<file path="src/rtl/keypad_scanner_if.sv">
// keypad_scanner_if -- signal bundle between the keypad scanner and the
// outside world (keypad matrix plus MCU).
//   COL       : keypad columns C,A,E on bits [2:0], pulled up, low = pressed
//   ROW       : keypad row drives B,G,F,D on bits [0:3], active-low
//   DATA      : code of the last accepted key
//   INTERRUPT : pulse per accepted key (and per auto-repeat when enabled)
//   KEY_DOWN  : high while an accepted key is held
// Modports: master = scanner side, slave = keypad/MCU side.
interface keypad_scanner_if;
  logic [2:0] COL;
  logic [3:0] ROW;
  logic [3:0] DATA;
  logic       INTERRUPT;
  logic       KEY_DOWN;

  modport master (
    input  COL,
    output ROW,
    output DATA,
    output INTERRUPT,
    output KEY_DOWN
  );

  modport slave (
    output COL,
    input  ROW,
    input  DATA,
    input  INTERRUPT,
    input  KEY_DOWN
  );
endinterface

</file>
<file path="src/rtl/keypad_scanner.sv">
// keypad_scanner -- 4x3 matrix keypad scanner with debounce and MCU interrupt.
// Drives one row low at a time, samples the synchronized columns once every
// SCAN_TICKS cycles, debounces presses and releases over DEBOUNCE_COUNT
// samples, latches the key code on DATA and pulses INTERRUPT for INT_CYCLES.
// Ports:
//   CLK   : system clock
//   RESET : synchronous, active-high reset
//   bus   : keypad_scanner_if.master (COL in; ROW, DATA, INTERRUPT, KEY_DOWN out)
// Build option: define KEYPAD_AUTOREPEAT_EN to raise a repeat INTERRUPT every
// REPEAT_SAMPLES consecutive pressed samples while a key is held.
module keypad_scanner #(
  parameter int SCAN_TICKS     = 100000,
  parameter int DEBOUNCE_COUNT = 4,
  parameter int INT_CYCLES     = 4,
  parameter int REPEAT_SAMPLES = 300
) (
  input  logic             CLK,
  input  logic             RESET,
  keypad_scanner_if.master bus
);

  localparam int TICK_W = $clog2(SCAN_TICKS + 1);
  localparam int DEB_W  = $clog2(DEBOUNCE_COUNT + 1);
  localparam int INT_W  = $clog2(INT_CYCLES + 1);
  localparam logic [TICK_W-1:0] TICK_LAST = TICK_W'(SCAN_TICKS - 1);
  localparam logic [DEB_W-1:0]  DEB_LAST  = DEB_W'(DEBOUNCE_COUNT);
  localparam logic [INT_W-1:0]  INT_LOAD  = INT_W'(INT_CYCLES);

  // The column path needs at least three cycles to settle after a row change
  // before it is sampled; shorter dwell times would sample a stale row.
  if (SCAN_TICKS < 3 || DEBOUNCE_COUNT < 2 || INT_CYCLES < 1 || REPEAT_SAMPLES < 1) begin : g_bad_params
    $error("keypad_scanner: SCAN_TICKS>=3, DEBOUNCE_COUNT>=2, INT_CYCLES>=1, REPEAT_SAMPLES>=1 required");
  end

  typedef enum logic [1:0] {
    ST_SCAN    = 2'd0,
    ST_CONFIRM = 2'd1,
    ST_HELD    = 2'd2,
    ST_RELEASE = 2'd3
  } state_t;

  // Active-low one-hot row to row number.
  function automatic logic [1:0] row_index(input logic [3:0] row);
    case (row)
      4'b1110: row_index = 2'd0;
      4'b1101: row_index = 2'd1;
      4'b1011: row_index = 2'd2;
      4'b0111: row_index = 2'd3;
      default: row_index = 2'd0;
    endcase
  endfunction

  // Returns {valid, code}; valid only when exactly one column is low.
  function automatic logic [4:0] decode_key(input logic [1:0] ri, input logic [2:0] col);
    logic [1:0] ci;
    logic       valid;
    logic [3:0] code;
    valid = 1'b1;
    ci    = 2'd0;
    case (col)
      3'b011:  ci = 2'd0;
      3'b101:  ci = 2'd1;
      3'b110:  ci = 2'd2;
      default: valid = 1'b0;
    endcase
    if (ri == 2'd3) begin
      case (ci)
        2'd0:    code = 4'hA;
        2'd1:    code = 4'h0;
        default: code = 4'hB;
      endcase
    end else begin
      code = ({2'b00, ri} * 4'd3) + {2'b00, ci} + 4'd1;
    end
    decode_key = {valid, code};
  endfunction

  state_t              state_r, state_nx_s;
  logic [2:0]          col_meta_r, col_sync_r;
  logic [TICK_W-1:0]   tick_r;
  logic [3:0]          row_r, row_nx_s;
  logic [3:0]          cand_r, cand_nx_s;
  logic [DEB_W-1:0]    cnt_r, cnt_nx_s;
  logic [3:0]          data_r, data_nx_s;
  logic                key_down_r, key_down_nx_s;
  logic [INT_W-1:0]    int_cnt_r;
  logic                interrupt_r;
  logic                sample_s, fire_s, key_valid_s;
  logic [3:0]          key_code_s;
  logic [3:0]          row_rot_s;

`ifdef KEYPAD_AUTOREPEAT_EN
  localparam int REP_W = $clog2(REPEAT_SAMPLES + 1);
  localparam logic [REP_W-1:0] REP_LAST = REP_W'(REPEAT_SAMPLES);
  logic [REP_W-1:0] rep_cnt_r, rep_cnt_nx_s;
`endif

  assign sample_s  = (tick_r == TICK_LAST);
  assign row_rot_s = {row_r[2:0], row_r[3]};
  assign {key_valid_s, key_code_s} = decode_key(row_index(row_r), col_sync_r);

  assign bus.ROW       = row_r;
  assign bus.DATA      = data_r;
  assign bus.INTERRUPT = interrupt_r;
  assign bus.KEY_DOWN  = key_down_r;

  // Column synchronizer and sample-interval tick counter.
  always_ff @(posedge CLK) begin
    if (RESET) begin
      col_meta_r <= 3'b000;
      col_sync_r <= 3'b000;
      tick_r     <= {TICK_W{1'b0}};
    end else begin
      col_meta_r <= bus.COL;
      col_sync_r <= col_meta_r;
      tick_r     <= sample_s ? {TICK_W{1'b0}} : tick_r + TICK_W'(1);
    end
  end

  // FSM state and its datapath registers.
  always_ff @(posedge CLK) begin
    if (RESET) begin
      state_r    <= ST_SCAN;
      row_r      <= 4'b1110;
      cand_r     <= 4'h0;
      cnt_r      <= {DEB_W{1'b0}};
      data_r     <= 4'h0;
      key_down_r <= 1'b0;
`ifdef KEYPAD_AUTOREPEAT_EN
      rep_cnt_r  <= {REP_W{1'b0}};
`endif
    end else begin
      state_r    <= state_nx_s;
      row_r      <= row_nx_s;
      cand_r     <= cand_nx_s;
      cnt_r      <= cnt_nx_s;
      data_r     <= data_nx_s;
      key_down_r <= key_down_nx_s;
`ifdef KEYPAD_AUTOREPEAT_EN
      rep_cnt_r  <= rep_cnt_nx_s;
`endif
    end
  end

  // Next-state logic; decisions are only taken on sample cycles.
  always_comb begin
    state_nx_s    = state_r;
    row_nx_s      = row_r;
    cand_nx_s     = cand_r;
    cnt_nx_s      = cnt_r;
    data_nx_s     = data_r;
    key_down_nx_s = key_down_r;
    fire_s        = 1'b0;
`ifdef KEYPAD_AUTOREPEAT_EN
    rep_cnt_nx_s  = rep_cnt_r;
`endif
    if (sample_s) begin
      case (state_r)
        ST_SCAN: begin
          if (key_valid_s) begin
            cand_nx_s  = key_code_s;
            cnt_nx_s   = DEB_W'(1);
            state_nx_s = ST_CONFIRM;
          end else begin
            row_nx_s = row_rot_s;
          end
        end
        ST_CONFIRM: begin
          if (key_valid_s && (key_code_s == cand_r)) begin
            if ((cnt_r + DEB_W'(1)) == DEB_LAST) begin
              data_nx_s     = cand_r;
              key_down_nx_s = 1'b1;
              fire_s        = 1'b1;
              state_nx_s    = ST_HELD;
`ifdef KEYPAD_AUTOREPEAT_EN
              rep_cnt_nx_s  = {REP_W{1'b0}};
`endif
            end else begin
              cnt_nx_s = cnt_r + DEB_W'(1);
            end
          end else begin
            state_nx_s = ST_SCAN;
            row_nx_s   = row_rot_s;
          end
        end
        ST_HELD: begin
          // A different key on the held row keeps us here but is never accepted.
          if (!key_valid_s) begin
            cnt_nx_s     = DEB_W'(1);
            state_nx_s   = ST_RELEASE;
`ifdef KEYPAD_AUTOREPEAT_EN
            rep_cnt_nx_s = {REP_W{1'b0}};
`endif
          end else begin
`ifdef KEYPAD_AUTOREPEAT_EN
            if (key_code_s != data_r) begin
              rep_cnt_nx_s = {REP_W{1'b0}};
            end else if ((rep_cnt_r + REP_W'(1)) == REP_LAST) begin
              rep_cnt_nx_s = {REP_W{1'b0}};
              fire_s       = 1'b1;
            end else begin
              rep_cnt_nx_s = rep_cnt_r + REP_W'(1);
            end
`else
            state_nx_s = ST_HELD;
`endif
          end
        end
        ST_RELEASE: begin
          if (!key_valid_s) begin
            if ((cnt_r + DEB_W'(1)) == DEB_LAST) begin
              key_down_nx_s = 1'b0;
              state_nx_s    = ST_SCAN;
              row_nx_s      = row_rot_s;
            end else begin
              cnt_nx_s = cnt_r + DEB_W'(1);
            end
          end else if (key_code_s == data_r) begin
            state_nx_s = ST_HELD;
          end else begin
            state_nx_s = ST_RELEASE;
          end
        end
        default: begin
          state_nx_s = ST_SCAN;
          row_nx_s   = 4'b1110;
        end
      endcase
    end else begin
      state_nx_s = state_r;
    end
  end

  // INTERRUPT pulse stretcher; a new acceptance reloads the full width.
  always_ff @(posedge CLK) begin
    if (RESET) begin
      int_cnt_r   <= {INT_W{1'b0}};
      interrupt_r <= 1'b0;
    end else begin
      if (fire_s) begin
        int_cnt_r <= INT_LOAD;
      end else if (int_cnt_r != {INT_W{1'b0}}) begin
        int_cnt_r <= int_cnt_r - INT_W'(1);
      end else begin
        int_cnt_r <= int_cnt_r;
      end
      interrupt_r <= fire_s | (int_cnt_r > INT_W'(1));
    end
  end

endmodule
</file>
<file path="src/flat_wrapper.sv">
// flat-port wrapper written by rule: the top's interface ports become plain ports
module keypad_scanner_flat 
#(
  parameter int SCAN_TICKS     = 100000,
  parameter int DEBOUNCE_COUNT = 4,
  parameter int INT_CYCLES     = 4,
  parameter int REPEAT_SAMPLES = 300
)
  (CLK, RESET, bus_COL, bus_ROW, bus_DATA, bus_INTERRUPT, bus_KEY_DOWN);
  keypad_scanner_if bus_i ();
  input  logic CLK;
  input  logic RESET;
  input wire logic [$bits(bus_i.COL)-1:0] bus_COL;
  output wire logic [$bits(bus_i.ROW)-1:0] bus_ROW;
  output wire logic [$bits(bus_i.DATA)-1:0] bus_DATA;
  output wire logic [$bits(bus_i.INTERRUPT)-1:0] bus_INTERRUPT;
  output wire logic [$bits(bus_i.KEY_DOWN)-1:0] bus_KEY_DOWN;
  assign bus_i.COL = bus_COL;
  assign bus_ROW = bus_i.ROW;
  assign bus_DATA = bus_i.DATA;
  assign bus_INTERRUPT = bus_i.INTERRUPT;
  assign bus_KEY_DOWN = bus_i.KEY_DOWN;
  keypad_scanner #(.SCAN_TICKS(SCAN_TICKS), .DEBOUNCE_COUNT(DEBOUNCE_COUNT), .INT_CYCLES(INT_CYCLES), .REPEAT_SAMPLES(REPEAT_SAMPLES)) u_core (.CLK(CLK), .RESET(RESET), .bus(bus_i));
endmodule
</file>
<file path="config.mk">
export PLATFORM = sky130hd
export DESIGN_NAME = keypad_scanner_flat
export DESIGN_NICKNAME = d
export VERILOG_FILES = /design/src/rtl/keypad_scanner_if.sv /design/src/rtl/keypad_scanner.sv /design/src/flat_wrapper.sv
export SDC_FILE = /design/constraint.sdc
export NUM_CORES = 1
export LEC_CHECK = 0
export BUFFER_PORTS_ARGS = -buffer_cell sky130_fd_sc_hd__buf_2
export CORE_MARGIN = 1.5
export CORE_UTILIZATION = 60
export CTS_CLUSTER_SIZE = 25
export DETAILED_ROUTE_END_ITERATION = 7
export PLACE_DENSITY_LB_ADDON = 0.08
export SLEW_MARGIN = 5
export SYNTH_ARGS = -nofsm -noshare
export SYNTH_HDL_FRONTEND = slang
export SYNTH_SLANG_ARGS = --single-unit
</file>
<file path="constraint.sdc">
create_clock -name CLK -period 3.85 [get_ports CLK]
set_input_delay 0.1925 -clock CLK [delete_from_list [all_inputs] [get_ports CLK]]
set_output_delay 0.1925 -clock CLK [all_outputs]
set_load 0.01 [all_outputs]
</file>
# == Yosys cells after proc, flatten, opt, wreduce, memory -nomap -nowiden ==
# Index checks and enable logic that the tools add are counted.
# word_totals
elab_cells,96
input_bits,5
output_inout_bits,10
register_bits,45
# classes
n_lt_le_gt_ge,1
n_mux,35
eq_ne,25
addsub,5
n_mul,1
n_reduce_logical,16
n_bitwise,1
# op_table
op,n
3-bit two-way mux,7
4-bit two-way mux,5
"17-bit by 1-bit adder with 17-bit output, second input constant",1
"17-bit equality test, second input constant",1
3-bit case mux with 4 select lines,1
4-bit case mux with 3 select lines,1
6-bit AND reduction,2
1-bit two-way mux,11
2-bit two-way mux,5
"3-bit equality test, second input constant",3
4-bit equality test,2
"4-bit equality test, second input constant",2
"2-bit by 1-bit != test with 1-bit output, second input constant",4
"2-bit != test, second input constant",4
2-bit case mux with 4 select lines,1
4-bit case mux with 2 select lines,1
4-bit AND reduction,2
"2-bit equality test, second input constant",3
2-bit case mux with 3 select lines,1
3-bit nonzero test,2
5-bit AND reduction,1
"4-bit by 1-bit adder with 4-bit output, second input constant",1
4-bit by 2-bit adder with 4-bit output,1
"2-bit by 1-bit equality test with 1-bit output, second input constant",2
other kinds (17),20

# == Longest topological paths before layout ==
# Gate-level depths: netlist of run 1.
# depth
depth_word,12
mapped_depth,13
ltp_nobuf,12

# == Worst setup path after synthesis of run 1 ==
# Ideal clock, no wire load.
# synth_timing
path_type,register -> register
start,"register u_core.row_r[3], in the netlist u_core.bus.ROW[3]"
end,register u_core.cnt_r[0]
setup_ps,115
slack_ps,381
synth_period_minus_slack_ps,3469
t_arrival_ps,3353
path_stages_with_launch,12
path_cell_list,dfxtp_1 xor2_1 and3_1 fa_1 inv_1 fa_1 xor2_1 o21a_1 a211o_1 o31a_1 or4_1 and3_1
# synth_between
elab_chain_cells,10
# synth_rtl
item,line_no,text
start: declaration,keypad_scanner.sv:81,"logic [3:0] row_r, row_nx_s;"
start signal: assignment,keypad_scanner.sv:134,row_r <= row_nx_s;
4-bit by 3-bit equality test with 1-bit output or 4-bit equality test (tied branches),keypad_scanner.sv:44,case (row)
2-bit case mux with 3 select lines (*),keypad_scanner.sv:44,
2-bit by 2-bit multiplier with 4-bit output,keypad_scanner.sv:73,"code = ({2'b00, ri} * 4'd3) + {2'b00, ci} + 4'd1;"
4-bit by 2-bit adder with 4-bit output,keypad_scanner.sv:73,
4-bit by 1-bit adder with 4-bit output,keypad_scanner.sv:73,
4-bit two-way mux (*),keypad_scanner.sv:66,if (ri == 2'd3) begin
4-bit equality test (*),keypad_scanner.sv:169,if (key_valid_s && (key_code_s == cand_r)) begin
1-bit logical AND (*),keypad_scanner.sv:169,
2-bit by 1-bit != test with 1-bit output (no line) (*),-,
5-bit AND reduction (no line) (*),-,
end signal: assignment,keypad_scanner.sv:126,cnt_r <= {DEB_W{1'b0}};
end signal: assignment,keypad_scanner.sv:136,cnt_r <= cnt_nx_s;
end: declaration,keypad_scanner.sv:83,"logic [DEB_W-1:0] cnt_r, cnt_nx_s;"
# Every way passes the cells marked *; elsewhere a longest branch is shown, timed or not.
# A chain may end at the register's enable or synchronous reset.

# == Worst setup path in the final report of run 1 ==
# Ends and elaborated chain as after synthesis.

==> metrics.yaml, run 1 <==
synth:
  synth-compound-area-share_pct: 9.20
  yosys_warnings: 0
  netlist_instances: 265
  mappedNetlistNets: 282
  synth.area.top_cells: "dfxtp_1 (39%), nor2_1 (6.3%), xor2_1 (5.7%)"
  synthAdderAreaFrac_pct: 7.14
  netlist_area_um2: 2310
  ys_ff_latch: 45
  synth.most_common_cell: "dfxtp_1"
  ys_seq_area_share_pct: 39.0
  async_flop_share_pct: 0
  synth-edff-count: 0
  yosys.area.top_type_share_pct: 39.0
  synth.area.mux_share_pct: 4.38
  synth_area_leader_cell: "dfxtp_1"
  synthSimpleGateAreaFrac_pct: 28.1
  syn_area_per_cell_um2: 8.73
  synth_xor_area_share_pct: 9.47
  synth_ff_type: "dfxtp_1"
  ys_types: 42
  synth_top_family_by_area: "simple AND/OR/NAND/NOR gates"
  netlist_top_cells_count: "dfxtp_1 (45), nor2_1 (39), nand3_1 (18), xor2_1 (15), nand2_1 (13)"
global_route:
  grt_max_degree: 25
  grt_pass1_wl_um: 7670
  gr-usage-all-layers_pct: 23.2
  grt_pass1_vias: 1708
  antenna_found_initial: 0
  grt_overflow_total: 0
setup_path:
  worstSetupEndpointType: "flip-flop"
  crit_fanout: 6
  crit_start: "u_core.bus.ROW[3]$_SDFFE_PP1P_"
  cp.required_ns: 4.05
  worstPathArrival_ns: 3.79
  critical_path_class: "flip-flop to flip-flop"
  start_kind: "flip-flop"
  worstRegToRegCells: 11
  rr_startpoint: "u_core.bus.ROW[3]$_SDFFE_PP1P_"
place:
  globalplace.congestion: 0.828
  dpl.hpwl_um: 3160
  place_area_um2: 2420
  port_buffers: 14
die:
  die_area_um2: 4240
  io_pins: 15
  rows: 22
  core_um2: 3690
  initial_utilization_pct: 62.7
  die_w_um: 65.1
  die_h_um: 65.1
cts:
  cts_hold_buf: 0
  clock_sinks: 45
  cts_resized: 0
  cts_root_buf: "clkbuf_8"
  cts_tree: "built"
  cts-buffers-inserted: 5
  clk_latency_ns: 0.31
  htreeDepth: 2
  clock_path_buffers: 2
  cts.clk_slew.worst_paths_ns: 0.08
  post_cts_buffers: 0
sta:
  post-route-min-period_ns: 3.59
  worstMarginPinSlew_ns: 0.745
  setup_violations: 0
  rsz0062_at_grt: "no"
  slew_viol_final: 0
  clock_skew_ns: 0.0106
  tns_ns: 0
  fmax_ghz: 0.278
  relSlewSlack_pct: 50.0
  hold_violations: 0
  timing.final.crit_share_pct: 93.3
power_and_ir_drop:
  vdd_drop_max_v: 0.000289
  power_mw: 0.903
  p_leak_nw: 0.958
  power_density_nw_per_um2: 360
hold_path:
  hp-start: "bus_COL[0]"
  min_path_type: "input port to flip-flop"
  hold_path_depth: 2
detailed_routing:
  ant_nets: 0
  vias: 1839
  firstDrtPassIters: 4
  drc: 0
  wl_um: 4330
  viasPerCell: 5.59
  wl_per_cell_um: 13.2
  drtIter0Drc: 110
layout:
  fillers: 330
  nets: 297
  area_delta_synth_final_pct: 8.55
  drive_gt1_share_pct: 10.7
  fin_area_um2: 2510
  multiInputGateArea_um2: 1350
  insertedDiodeCount: 0
  utilization_pct: 68.0
  register_area_um2: 901
run:
  maxCapViolCount: 0
status:
  status: "complete, no violations"
==> area by class of cell <==
cell class | count | share of cell area, %
Clock buffer | 5 | 2.74
Timing Repair Buffer | 15 | 3.09
Sequential cell | 45 | 35.9
Multi-Input combinational cell | 203 | 53.7
Tap cell | 48 | 2.39
Inverter | 10 | 1.50
Clock inverter | 3 | 0.698
==> power by group <==
group / internal [mW] / switching [mW]
logic: 0.0500 / 0.0598
clock network: 0.125 / 0.162
registers: 0.489 / 0.0163
==> through the flow <==
step | setup WS (ns) | hold WS (ns) | instances
2_1_floorplan | 0.381 | 0.264 | 265
3_3_place_gp | 0.353 | 0.400 | 321
3_5_place_dp | 0.263 | 0.414 | 321
4_1_cts | 0.256 | 0.101 | 329
5_1_grt | 0.0166 | 0.104 | 329
6_report | 0.258 | 0.101 | 329
==> critical path, cell delays in order, from the launching register on <==
cell     delay, ns
dfxtp_1       0.36
xor2_1        0.17
and3_1        0.23
fa_1          0.57
inv_1         0.06
fa_1          0.40
xor2_1        0.24
nor3_1        0.07
a211o_1       0.35
o31a_1        0.37
or4_1         0.48
and3_1        0.19
==> flip-flops by register name (all words and copies together) (netlist names) <==
| signal | flops |
|---|---|
| u_core.cnt_r | 3 |
| u_core.tick_r | 17 |
| u_core.bus.INTERRUPT | 1 |
| u_core.col_meta_r | 3 |
| u_core.state_r | 2 |
| u_core.int_cnt_r | 3 |
| u_core.cand_r | 4 |
| u_core.bus.ROW | 4 |
| u_core.col_sync_r | 3 |
| u_core.bus.KEY_DOWN | 1 |
| u_core.bus.DATA | 4 |
==> metal layers <==
layer  up-vias  global-route usage, %  routed length [um]
met2        34                   33.4                1820
met5         -                      0                   0
met3         6                   4.51                 152
li1        955                      -                   -
met4         0                   11.5                  52
met1       844                   33.2                2310
==> kinds of logic after synthesis <==
kind of cell	after synthesis
buffers and inverters	17
adders and majority gates	12
muxes	10
and+or+nand+nor	121
AOI/OAI and AO/OA	35
DFF	45
xor gates and xnor gates	25
==> worst paths after layout <==
check,endpoint,slack [ns]
setup / recovery,u_core.cnt_r[0]$_SDFFE_PP0P_,0.26
hold / removal,u_core.col_meta_r[0]$_SDFF_PP0_,0.10
setup reg to reg,u_core.cnt_r[0]$_SDFFE_PP0P_,0.26
hold reg to reg,u_core.col_sync_r[1]$_SDFF_PP0_,0.44
==> placed cells by master, fill, tap and decap left out, drive strengths merged, types with 4 or more instances in the layout <==
cell	Yosys	routed
ha	10	10
dfxtp	45	45
nor3	7	7
and3	5	5
xnor2	10	10
nand2b	4	4
nand3	18	18
nand4	7	7
xor2	15	15
mux2i	9	9
or3	4	4
inv	10	10
nor2b	8	8
clkbuf	7	5
a21oi	10	10
nand2	13	13
o21ai	11	11
nor2	39	39
buf	0	15
No activity file was read; power rests on OpenSTA's default activity.
==> run 2, diff against run 1 <==
--- a/config.mk
+++ b/config.mk
@@ -10,7 +10,7 @@
 export CORE_UTILIZATION = 60
 export CTS_CLUSTER_SIZE = 25
 export DETAILED_ROUTE_END_ITERATION = 7
-export PLACE_DENSITY_LB_ADDON = 0.08
+export PLACE_DENSITY = 0.79
 export SLEW_MARGIN = 5
 export SYNTH_ARGS = -nofsm -noshare
 export SYNTH_HDL_FRONTEND = slang
==> run 2 against run 1 <==
Design area rose by 0.70%; total power rose by 5.4%; cell count is 0.30% lower.
==> metrics.yaml, run 2 (synthesis gave the netlist of run 1 again) <==
status:
  status: "complete, no violations"
die:
  io_pins: 15  # unchanged
  rows: 22  # unchanged
  die_h_um: 65.1  # unchanged
  die_w_um: 65.1  # unchanged
  die_area_um2: 4240  # unchanged
  core_um2: 3690  # unchanged
  initial_utilization_pct: 62.7  # unchanged
global_route:
  gr-usage-all-layers_pct: 22.7  # -0.53 points
  grt_max_degree: 25  # unchanged
  grt_overflow_total: 0  # unchanged
  grt_pass1_vias: 1696  # -0.70%
  grt_pass1_wl_um: 7570  # -1.3%
  antenna_found_initial: 0  # unchanged
sta:
  rsz0062_at_grt: "no"
  slew_viol_final: 0  # unchanged
  timing.final.crit_share_pct: 92.5  # -0.77 points
  relSlewSlack_pct: 50.3  # +0.33 points
  post-route-min-period_ns: 3.56  # -0.0298 ns
  hold_violations: 0  # unchanged
  tns_ns: 0  # unchanged
  fmax_ghz: 0.281  # +0.84%
  fin_ws_ns: 0.288  # +0.0298 ns
  setup_violations: 0  # unchanged
  clock_skew_ns: 0.00640  # -0.00420 ns
  worstMarginPinSlew_ns: 0.740  # -0.00496 ns
power_and_ir_drop:
  power.switching_mw: 0.224  # -5.9%
  seqPwrFrac_pct: 53.1  # -2.9 points
  p_clk_share_pct: 35.4  # +3.6 points
  p_comb_share_pct: 11.5  # -0.7 points
  swShare_pct: 23.6  # -2.8 points
  power_mw: 0.951  # +5.4%
  power_density_nw_per_um2: 376  # +4.7%
  vdd_drop_max_v: 0.000312  # +7.8%
  p_int_mw: 0.727  # +9.4%
  p_leak_nw: 0.968  # +1.1%
detailed_routing:
  vias: 1840  # +0.054%
  drc: 0  # unchanged
  firstDrtPassIters: 4  # unchanged
  wl_per_cell_um: 12.7  # -3.5%
  drtIter0Drc: 97  # -12%
  viasPerCell: 5.61  # +0.36%
  wl_um: 4170  # -3.8%
  ant_nets: 0  # unchanged
layout:
  register_area_um2: 901  # unchanged
  fin_cells: 328  # -0.30%
  top_register: "u_core.tick_r"
  drive_gt1_share_pct: 10.4  # -0.32 points
  multiInputGateArea_um2: 1350  # unchanged
  largest_register_ff_count: 17  # unchanged
  nets: 297  # unchanged
  final_common_cell: "dfxtp_1"
  final_cell_mix: "dfxtp_1 (45), nor2_1 (39), nand3_1 (18)"
  fillers: 326  # -1.2%
  insertedDiodeCount: 0  # unchanged
  area_delta_synth_final_pct: 9.31
setup_path:
  cp.required_ns: 4.05  # about the same
  start_kind: "flip-flop"
  crit_fanout: 6  # unchanged
  critical_path_class: "flip-flop to flip-flop"
  worstSetupEndpointType: "flip-flop"
  worstPathArrival_ns: 3.76  # -0.03 ns
cts:
  cts_root_buf: "clkbuf_8"
  post_cts_buffers: 0  # unchanged
  clock_sinks: 45  # unchanged
  cts-buffers-inserted: 5  # unchanged
  cts_hold_buf: 0  # unchanged
  cts.clk_slew.worst_paths_ns: 0.08  # about the same
  cts_tree: "built"
  htreeDepth: 2  # unchanged
  clk_latency_ns: 0.30  # about the same
  cts_resized: 0  # unchanged
  clock_path_buffers: 2  # unchanged
place:
  dpl.hpwl_um: 3110  # -1.6%
  dp.cells: 321  # unchanged
  port_buffers: 14  # unchanged
  post-place-ws_ns: 0.283  # +0.0205 ns
  globalplace.congestion: 0.843  # +1.8%
run:
  maxCapViolCount: 0  # unchanged
hold_path:
  min_path_type: "input port to flip-flop"
-- run 2: final cells by class --
class	count	area share, %
inverters	10	1.49
clock buffers	5	2.72
repair buffers	15	3.07
flip-flops and latches	45	35.6
multi-input cells	203	53.3
clock inverters	2	1.39
well taps	48	2.38
-- run 2: worst max-delay path, cell delays in order, from the launching register on --
cell and delay, ns:
dfxtp_1 0.36, xor2_1 0.17, and3_1 0.23, fa_1 0.57
inv_1 0.06, fa_1 0.39, xor2_1 0.25, nor3_1 0.08
a211o_1 0.34, o31a_1 0.37, or4_1 0.47, and3_1 0.18
-- run 2: final timing paths --
kind,start,end,slack (ns),cells past startpoint
max,u_core.bus.ROW[3]$_SDFFE_PP1P_,u_core.cnt_r[0]$_SDFFE_PP0P_,0.29,11
min,bus_COL[2],u_core.col_meta_r[2]$_SDFF_PP0_,0.11,2
max reg2reg,u_core.bus.ROW[3]$_SDFFE_PP1P_,u_core.cnt_r[0]$_SDFFE_PP0P_,0.29,11
min reg2reg,u_core.col_meta_r[1]$_SDFF_PP0_,u_core.col_sync_r[1]$_SDFF_PP0_,0.44,1
-- run 2: metrics by stage --
| stage | utilization, % | instance area [um^2] | hold WS (ns) |
|---|---|---|---|
| 3_3_place_gp | 65.7 | 2420 | 0.402 |
| 4_1_cts | 68.5 | 2530 | 0.105 |
| 2_1_floorplan | - | 2310 | 0.264 |
| 6_report | 68.5 | 2530 | 0.107 |
| 5_1_grt | 68.5 | 2530 | 0.108 |
| 3_5_place_dp | 65.7 | 2420 | 0.412 |
-- run 2: routing by layer --
layer	GRT usage (%)	wire length (um)	vias to the layer above	share of wire, %
li1	-	-	954	-
met1	31.0	2120	842	51
met2	35.1	1780	39	43
met3	5.90	215	5	5.2
met4	7.55	57	0	1.4
met5	0	0	-	0
-- run 2: power groups by stage --
| stage | Clock (mW) | Combinational, mW | Sequential [mW] |
|---|---|---|---|
| 2_1_floorplan | 0 | 0.0843 | 0.515 |
| 6_report | 0.337 | 0.110 | 0.505 |
| 5_1_grt | 0.369 | 0.124 | 0.508 |
| 4_1_cts | 0.346 | 0.112 | 0.505 |
| 3_3_place_gp | 0 | 0.105 | 0.515 |
| 3_5_place_dp | 0 | 0.112 | 0.516 |
==> run 3, diff against run 2 <==
--- a/config.mk
+++ b/config.mk
@@ -6,11 +6,13 @@
 export NUM_CORES = 1
 export LEC_CHECK = 0
 export BUFFER_PORTS_ARGS = -buffer_cell sky130_fd_sc_hd__buf_2
+export CELL_PAD_IN_SITES_DETAIL_PLACEMENT = 1
+export CELL_PAD_IN_SITES_GLOBAL_PLACEMENT = 1
 export CORE_MARGIN = 1.5
-export CORE_UTILIZATION = 60
+export CORE_UTILIZATION = 46
 export CTS_CLUSTER_SIZE = 25
 export DETAILED_ROUTE_END_ITERATION = 7
-export PLACE_DENSITY = 0.79
+export PLACE_DENSITY_LB_ADDON = 0.1
 export SLEW_MARGIN = 5
 export SYNTH_ARGS = -nofsm -noshare
 export SYNTH_HDL_FRONTEND = slang
==> run 3 against run 2 <==
Core utilization shrank 15 points; setup slack lost 0.074 ns; first-iteration DRC count shrank 14%; register-to-register slack lost 0.07 ns; cell count grew 6.1%; via count grew 1.8%; total power grew 3.5%.
==> metrics.yaml, run 3 (synthesis gave the netlist of run 1 again) <==
setup_path:
  crit_end: "u_core.cnt_r[0]$_SDFFE_PP0P_"
  critical_path_class: "flip-flop to flip-flop"
  crit_family: "adder cells"
  worst-path-buf-inv: 1  # unchanged
  rr_startpoint: "u_core.bus.ROW[3]$_SDFFE_PP1P_"
  reg2reg_slack_ns: 0.21  # -0.07 ns
  rr_endpoint: "u_core.cnt_r[0]$_SDFFE_PP0P_"
  worst_path_largest_cell_delay_ns: 0.57  # about the same
  worstRegToRegCells: 11  # unchanged
  worstPathArrival_ns: 3.83  # +0.07 ns
  crit_fanout: 6  # unchanged
  worstSetupEndpointType: "flip-flop"
  start_kind: "flip-flop"
  path_depth: 11  # unchanged
  crit_start: "u_core.bus.ROW[3]$_SDFFE_PP1P_"
  crit_path_top_delay_cell: "fa_1"
  path_cells: "xor2_1 > and3_1 > fa_1 > inv_1 > fa_1 > xor2_1 > nor3_1 > a211o_1 > o31a_1 > or4_1 > and3_1"
  cp.required_ns: 4.04  # about the same
sta:
  post-route-min-period_ns: 3.64  # +0.0742 ns
  timing.final.crit_share_pct: 94.4  # +1.9 points
  setup_violations: 0  # unchanged
  relSlewSlack_pct: 45.8  # -4.5 points
  rsz0062_at_grt: "no"
  tns_ns: 0  # unchanged
  holdWs_ns: 0.109  # +0.00180 ns
  slew_viol_final: 0  # unchanged
  hold_violations: 0  # unchanged
  worstMarginPinSlew_ns: 0.806  # +0.0665 ns
  fmax_ghz: 0.275  # -2.0%
  clock_skew_ns: 0.0139  # +0.00751 ns
die:
  rows: 25  # +14%
  die_area_um2: 5460  # +29%
  initial_utilization_pct: 48.3  # -14 points
  die_w_um: 73.9  # +14%
  die_h_um: 73.9  # +14%
  core_um2: 4790  # +30%
  io_pins: 15  # unchanged
cts:
  cts.clk_slew.worst_paths_ns: 0.08  # about the same
  cts-buffers-inserted: 5  # unchanged
  clock_sinks: 45  # unchanged
  cts_resized: 0  # unchanged
  clock_path_buffers: 2  # unchanged
  cts_hold_buf: 0  # unchanged
  cts_tree: "built"
  cts_root_buf: "clkbuf_8"
  htreeDepth: 2  # unchanged
  clk_latency_ns: 0.30  # about the same
  post_cts_buffers: 0  # unchanged
layout:
  final_cell_mix: "dfxtp_1 (45), nor2_1 (39), nand3_1 (18)"
  insertedDiodeCount: 0  # unchanged
  nets: 297  # unchanged
  fin_area_um2: 2560  # +1.4%
  area_delta_synth_final_pct: 10.8
  final_common_cell: "dfxtp_1"
  largest_register_ff_count: 17  # unchanged
  utilization_pct: 53.5  # -15 points
  top_register: "u_core.tick_r"
  drive_gt1_share_pct: 10.7  # +0.32 points
  fin_cells: 348  # +6.1%
status:
  status: "complete, no violations"
power_and_ir_drop:
  power.switching_mw: 0.251  # +12%
  p_int_mw: 0.733  # +0.84%
  power_density_nw_per_um2: 384  # +2.1%
  p_leak_nw: 0.968  # about the same
  seqPwrFrac_pct: 51.3  # -1.8 points
  swShare_pct: 25.5  # +2.0 points
  p_clk_share_pct: 37.2  # +1.8 points
  vdd_drop_max_v: 0.000204  # -35%
  p_comb_share_pct: 11.5  # about the same
place:
  place_area_um2: 2450  # +0.98%
  port_buffers: 14  # unchanged
  globalplace.congestion: 0.838  # -0.66%
  dp.cells: 340  # +5.9%
  dpl.hpwl_um: 3710  # +19%
global_route:
  gr-usage-all-layers_pct: 20.6  # -2.1 points
  antenna_found_initial: 0  # unchanged
  grt_pass1_wl_um: 8630  # +14%
  grtUsageMet3_pct: 4.12  # -1.8 points
  grt_max_degree: 25  # unchanged
  grt_pass1_vias: 1800  # +6.1%
  grt_overflow_total: 0  # unchanged
  globalRoute.busiestLayer: "met2"
  gr-usage-met2_pct: 30.4  # -4.7 points
  grtUsageMet1_pct: 29.1  # -1.8 points
run:
  maxCapViolCount: 0  # unchanged
detailed_routing:
  drtIter0Drc: 83  # -14%
  ant_nets: 0  # unchanged
  viasPerCell: 5.39  # -4.0%
  drc: 0  # unchanged
  firstDrtPassIters: 4  # unchanged
  vias: 1874  # +1.8%
  wl_um: 5090  # +22%
  wl_per_cell_um: 14.6  # +15%
hold_path:
  min_path_type: "input port to flip-flop"
run 3: layout make-up:
| cell class | instances | area [um^2] |
|---|---|---|
| tap | 67 | 83.8 |
| timing repair buffer | 15 | 77.6 |
| clock buffer | 5 | 68.8 |
| sequential | 45 | 901 |
| clock inverter | 3 | 46.3 |
| inverter | 10 | 37.5 |
| fill | 580 | 2220 |
| multi-input combinational | 203 | 1350 |
run 3: routing by layer:
layer / wire length (um) / vias up
met5: 0 / -
met2: 2140 / 24
met1: 2710 / 890
li1: - / 951
met4: 117 / 0
met3: 112 / 9
run 3: worst reg2reg max path: cells and delay by family, from the launching register on:
| kind | cells | cell delay, ns |
|---|---|---|
| DFF | 1 | 0.36 |
| adders and majority gates | 2 | 0.98 |
| buffers and inverters | 1 | 0.06 |
| AOI/OAI and AO/OA | 2 | 0.72 |
| xor gates and xnor gates | 2 | 0.44 |
| and+or+nand+nor | 4 | 0.96 |
run 3: power groups by stage:
stage / Sequential (mW) / Combinational (mW) / Clock [mW]
after CTS: 0.506 / 0.116 / 0.373
after global routing: 0.509 / 0.132 / 0.395
after floorplan: 0.515 / 0.0843 / 0
after global placement: 0.515 / 0.107 / 0
after detailed placement: 0.517 / 0.115 / 0
final: 0.505 / 0.113 / 0.366
run 3: worst min-delay path by stage:
stage               startpoint                              end  slack [ns]  cells past startpoint
floorplan                RESET  u_core.col_sync_r[0]$_SDFF_PP0_        0.26                      1
global placement    bus_COL[1]  u_core.col_meta_r[1]$_SDFF_PP0_        0.40                      2
detailed placement  bus_COL[2]  u_core.col_meta_r[2]$_SDFF_PP0_        0.41                      2
CTS                 bus_COL[2]  u_core.col_meta_r[2]$_SDFF_PP0_        0.10                      2
global route        bus_COL[2]  u_core.col_meta_r[2]$_SDFF_PP0_        0.10                      2
finish              bus_COL[2]  u_core.col_meta_r[2]$_SDFF_PP0_        0.11                      2
run 3: stage by stage:
step | total power [mW] | worst slack [ns]
2_1_floorplan | 0.600 | 0.381
3_3_place_gp | 0.622 | 0.334
3_5_place_dp | 0.632 | 0.225
4_1_cts | 0.995 | 0.182
5_1_grt | 1.04 | 0.0634
6_report | 0.984 | 0.214
